[src/rtl/i3c_engine_sched.sv]
// i3c_engine_sched: round-robin grant of the shared TX/RX/regfile datapath among SDR (0), DAA (1) and ENTHDR CCC (2) sub-blocks.
//   Optional watchdog: define I3C_SCHED_WATCHDOG_EN to compile in the TIMEOUT_CYCLES watchdog (o_timeout tied 0 otherwise).
//   Inputs : i_clk, i_rst_n (async active-low), i_req/i_done (per sub-block), per-sub-block regfile/TX/RX controls.
//   Outputs: o_en (one-hot grant), muxed regfile/TX/RX controls, o_busy, o_done/o_abort/o_timeout pulses, o_done_id.
module i3c_engine_sched #(
  parameter int unsigned TIMEOUT_CYCLES = 1023
) (
  input  logic        i_clk,
  input  logic        i_rst_n,
  input  logic [2:0]  i_req,
  input  logic [2:0]  i_done,
  input  logic [2:0]  i_regf_rd_en,
  input  logic [29:0] i_regf_addr,
  input  logic [2:0]  i_tx_en,
  input  logic [8:0]  i_tx_mode,
  input  logic [2:0]  i_rx_en,
  input  logic [8:0]  i_rx_mode,
  output logic [2:0]  o_en,
  output logic        o_regf_rd_en,
  output logic [9:0]  o_regf_addr,
  output logic        o_tx_en,
  output logic [2:0]  o_tx_mode,
  output logic        o_rx_en,
  output logic [2:0]  o_rx_mode,
  output logic        o_busy,
  output logic        o_done,
  output logic [1:0]  o_done_id,
  output logic        o_abort,
  output logic        o_timeout
);
  typedef enum logic [1:0] {IDLE, RUN, RELEASE} state_e;
  state_e     state_q;
  logic [1:0] sel_q, ptr_q, sel_d, p0, p1, p2;
  logic [2:0] en_q;
  logic       busy_q, done_q, abort_q;
  logic       run, done_hit, abort_hit, wd_hit;
  assign run = state_q == RUN;
  // ptr only ever holds 0..2; a corrupted 3 restarts the scan at 0
  assign p0 = (ptr_q == 2'd3) ? 2'd0 : ptr_q;
  assign p1 = (p0 == 2'd2) ? 2'd0 : p0 + 2'd1;
  assign p2 = (p1 == 2'd2) ? 2'd0 : p1 + 2'd1;
  assign sel_d = i_req[p0] ? p0 : i_req[p1] ? p1 : p2;
  assign done_hit  = i_done[sel_q];
  assign abort_hit = ~i_req[sel_q];
  assign o_en         = en_q;
  assign o_busy       = busy_q;
  assign o_done       = done_q;
  assign o_abort      = abort_q;
  assign o_done_id    = sel_q;
  assign o_regf_rd_en = run & i_regf_rd_en[sel_q];
  assign o_regf_addr  = run ? i_regf_addr[10*sel_q +: 10] : 10'd0;
  assign o_tx_en      = run & i_tx_en[sel_q];
  assign o_tx_mode    = run ? i_tx_mode[3*sel_q +: 3] : 3'd0;
  assign o_rx_en      = run & i_rx_en[sel_q];
  assign o_rx_mode    = run ? i_rx_mode[3*sel_q +: 3] : 3'd0;
`ifdef I3C_SCHED_WATCHDOG_EN
  logic [9:0] wdog_q;
  assign wd_hit = wdog_q == 10'(TIMEOUT_CYCLES - 1);
  // RELEASE carries exactly one cause, so timeout is the one left when neither done nor abort fired
  assign o_timeout = (state_q == RELEASE) & ~done_q & ~abort_q;
  always_ff @(posedge i_clk or negedge i_rst_n)
    if (!i_rst_n) wdog_q <= 10'd0;
    else wdog_q <= run ? wdog_q + 10'd1 : 10'd0;
`else
  assign wd_hit    = 1'b0;
  assign o_timeout = 1'b0;
`endif
  always_ff @(posedge i_clk or negedge i_rst_n)
    if (!i_rst_n) begin
      state_q <= IDLE;
      sel_q   <= 2'd0;
      ptr_q   <= 2'd0;
      en_q    <= 3'd0;
      busy_q  <= 1'b0;
      done_q  <= 1'b0;
      abort_q <= 1'b0;
    end else begin
      done_q  <= 1'b0;
      abort_q <= 1'b0;
      case (state_q)
        IDLE: if (|i_req) begin
          state_q <= RUN;
          sel_q   <= sel_d;
          en_q    <= 3'b001 << sel_d;
          busy_q  <= 1'b1;
        end
        RUN: if (done_hit | abort_hit | wd_hit) begin
          state_q <= RELEASE;
          en_q    <= 3'd0;
          ptr_q   <= (sel_q == 2'd2) ? 2'd0 : sel_q + 2'd1;
          done_q  <= done_hit;
          abort_q <= ~done_hit & abort_hit;
        end
        default: begin
          state_q <= IDLE;
          busy_q  <= 1'b0;
        end
      endcase
    end
endmodule
[config.mk]
export PLATFORM = sky130hd
export DESIGN_NAME = i3c_engine_sched
export DESIGN_NICKNAME = d
export VERILOG_FILES = /design/src/rtl/i3c_engine_sched.sv
export SDC_FILE = /design/constraint.sdc
export NUM_CORES = 1
export LEC_CHECK = 0
export BUFFER_PORTS_ARGS = -buffer_cell sky130_fd_sc_hd__buf_2
export CAP_MARGIN = 10
export CORE_MARGIN = 1
export CORE_UTILIZATION = 41
export DETAILED_ROUTE_END_ITERATION = 12
export PLACE_DENSITY = 0.92
export SYNTH_ARGS = -nofsm -noshare
export SYNTH_HDL_FRONTEND = slang
export SYNTH_SLANG_ARGS = --single-unit
[constraint.sdc]
create_clock -name i_clk -period 2.25 [get_ports i_clk]
set_input_delay 0.45 -clock i_clk [delete_from_list [all_inputs] [get_ports i_clk]]
set_output_delay 0.45 -clock i_clk [all_outputs]
set_load 0.1 [all_outputs]
==> metrics.txt <==
status complete, no violations; starting density of the core 43.8%; post-synthesis sequential area ratio 27.2%; clk root buf clkbuf_4; Cells after DPL 264; Vert. Die Dim 53.9 um; Core ar. 2520 um^2; fillers 149; Final setup viols 0; die width 53.9 um; drt first-iter violations 28; Hold Crit Class in -> async; CP max FO 16; number of I/O pins 93; Avg Inst Size Synth 7.41 um^2; Post-synth EDFFs 0; vias in the first global route 1216; DR vias/cell 5.17; Synth cell types 31; worst skew pair latency 0.27 ns; synthesized flop and latch total 12; ANT nets after route 0; largest net degree at the start of global routing 25; f_max 471 MHz; Wirelength per Cell 14.1 um; CTS buffer count 3; Area Growth Syn to Fin 89.4%; Final HPWL DP 3000 um; Setup crit end kind primary output; routed via count 1397; skew final 0.00412 ns; # DRC 0; worst-margin pin slew 0.574 ns; Layout Nets 308; Die ar. 2910 um^2; Post-synth top flop dfrtp_1; fraction of layout cells with a size suffix above 1 55.0%; CP required 1.80 ns; Layout Cells excl Fill 270; GRT Util Overall 24.2%; htree depth 1; reg2reg path depth 5; Port-buffer cells 91; CP arrival 1.67 ns; YS warnings 0; Synth async-reset ratio 100%; CTS tree yes; number of hold buffers added after CTS 0; row count 18; clock sink count 12; Mapped Nets 216; gr ovfl total 0; slew margin rel. 61.8%; WS Path Type reg -> out; Antenna diodes 0; Setup TNS 0 ns; number of antenna violations at the first check in global routing 0; synthesized area 1100 um^2; clk buf depth 2; clk slew on worst S/H paths 0.08 ns; DRT Pass-1 Iters 4; final slew viol count 0; first-pass GRT wire length 5090 um; Worst Setup Start Kind register; Placer Congestion 0.884; final hold vios 0; max_cap viols 0; RSZ-0062 raised after global routing false; Syn Inst Count 149; fin crit share 94.3%; Final min period 2.12 ns; Post-Route WL 3800 um
path summary, 6_finish.rpt:
path                              start      endpoint  slack (ns)
setup / recovery           o_done_id[1]  o_tx_mode[2]        0.13
hold / removal                  i_rst_n    state_q[1]        0.04
setup reg to reg           o_done_id[1]      ptr_q[0]        0.39
hold reg to reg              state_q[1]        o_busy        0.51
max in group asynchronous       i_rst_n  o_done_id[1]        1.97
min in group i_clk           state_q[1]        o_busy        0.51
layout make-up:
class,count,area [um^2],area share (%)
multi-input combinational,117,883,42.2
timing repair buffer,98,806,38.5
sequential,12,305,14.6
tap,30,37.5,1.79
inverter,9,33.8,1.61
clock buffer,4,26.3,1.26
sequential cells by signal (all words and copies together) (netlist names):
register,cells
o_en,3
o_done_id,2
ptr_q,2
state_q,2
o_abort,1
o_busy,1
o_done,1
timing repair:
action,4_1_cts,5_1_grt
setup buffers,0,2
setup endpoints to repair,0,9
resized for setup,0,4
stage by stage:
stage	area, um^2	setup slack (ns)	utilization [%]	hold slack (ns)
6_report	2090	0.128	82.9	0.0411
5_1_grt	2090	0.0442	82.9	0.0520
4_1_cts	2060	0.0229	81.7	0.0512
3_5_place_dp	2040	0.324	80.7	0.345
3_3_place_gp	2040	0.402	80.7	0.337
2_1_floorplan	1270	0.0216	-	0.154
cell usage after synthesis, types with 2 or more instances:
| cell | instances | area [um^2] |
|---|---|---|
| dfrtp_1 | 12 | 300 |
| nor2_1 | 41 | 154 |
| inv_1 | 9 | 33.8 |
| a21oi_1 | 20 | 100 |
| buf_2 | 4 | 20.0 |
| nand2_1 | 4 | 15.0 |
| o21bai_1 | 2 | 15.0 |
| mux2i_1 | 21 | 210 |
| nor2b_1 | 2 | 12.5 |
| o21ai_0 | 3 | 15.0 |
| clkbuf_1 | 6 | 22.5 |
| mux2_1 | 2 | 22.5 |
| nor3_1 | 2 | 10.0 |
| o22ai_1 | 3 | 18.8 |
| ha_1 | 2 | 25.0 |
per-layer routing:
layer / part of all wire (%) / up-vias / GRT usage [%]
li1: - / 692 / -
met1: 37 / 639 / 27.4
met2: 55 / 59 / 46.1
met3: 6.1 / 7 / 3.11
met4: 1.0 / 0 / 7.02
met5: 0 / - / 0
worst max-delay path, stage by stage (launching register included):
cell and delay [ns]:
dfrtp_4 0.53, buf_12 0.18, mux2i_1 0.17, nor2_1 0.08
a21oi_2 0.19, nor2_4 0.06, buf_12 0.19
cells by family after synthesis:
family,after synthesis,synth area share (%)
simple gates,53,20.0
compound gates,38,21.5
mux,23,21.1
buf+inv,20,7.59
flops,12,27.2
fa+ha+maj,2,2.26
other cells,1,0.339
cells in the final DEF (no fill, tap or decap), drive strengths merged:
cell | Yosys | layout
or2 | 1 | 1
nor2b | 2 | 2
o21ai | 3 | 3
nor3 | 2 | 2
o2bb2ai | 1 | 1
a21oi | 20 | 20
o22ai | 4 | 4
a21bo | 1 | 1
a221o | 1 | 1
nand2 | 4 | 4
inv | 9 | 9
a2bb2oi | 1 | 1
a31oi | 1 | 1
clkbuf | 6 | 4
o21a | 1 | 1
or3 | 2 | 2
mux2 | 2 | 2
nor2 | 41 | 41
a221oi | 1 | 1
ha | 2 | 2
dfrtp | 12 | 12
o31a | 1 | 1
nand2b | 1 | 1
conb | 1 | 1
o21bai | 2 | 2
buf | 5 | 98
mux2i | 21 | 21
o31ai | 1 | 1
Power is left out: the tool's default activity adds up to more than one toggle a clock period on the data nets, which glitch-free logic cannot reach.
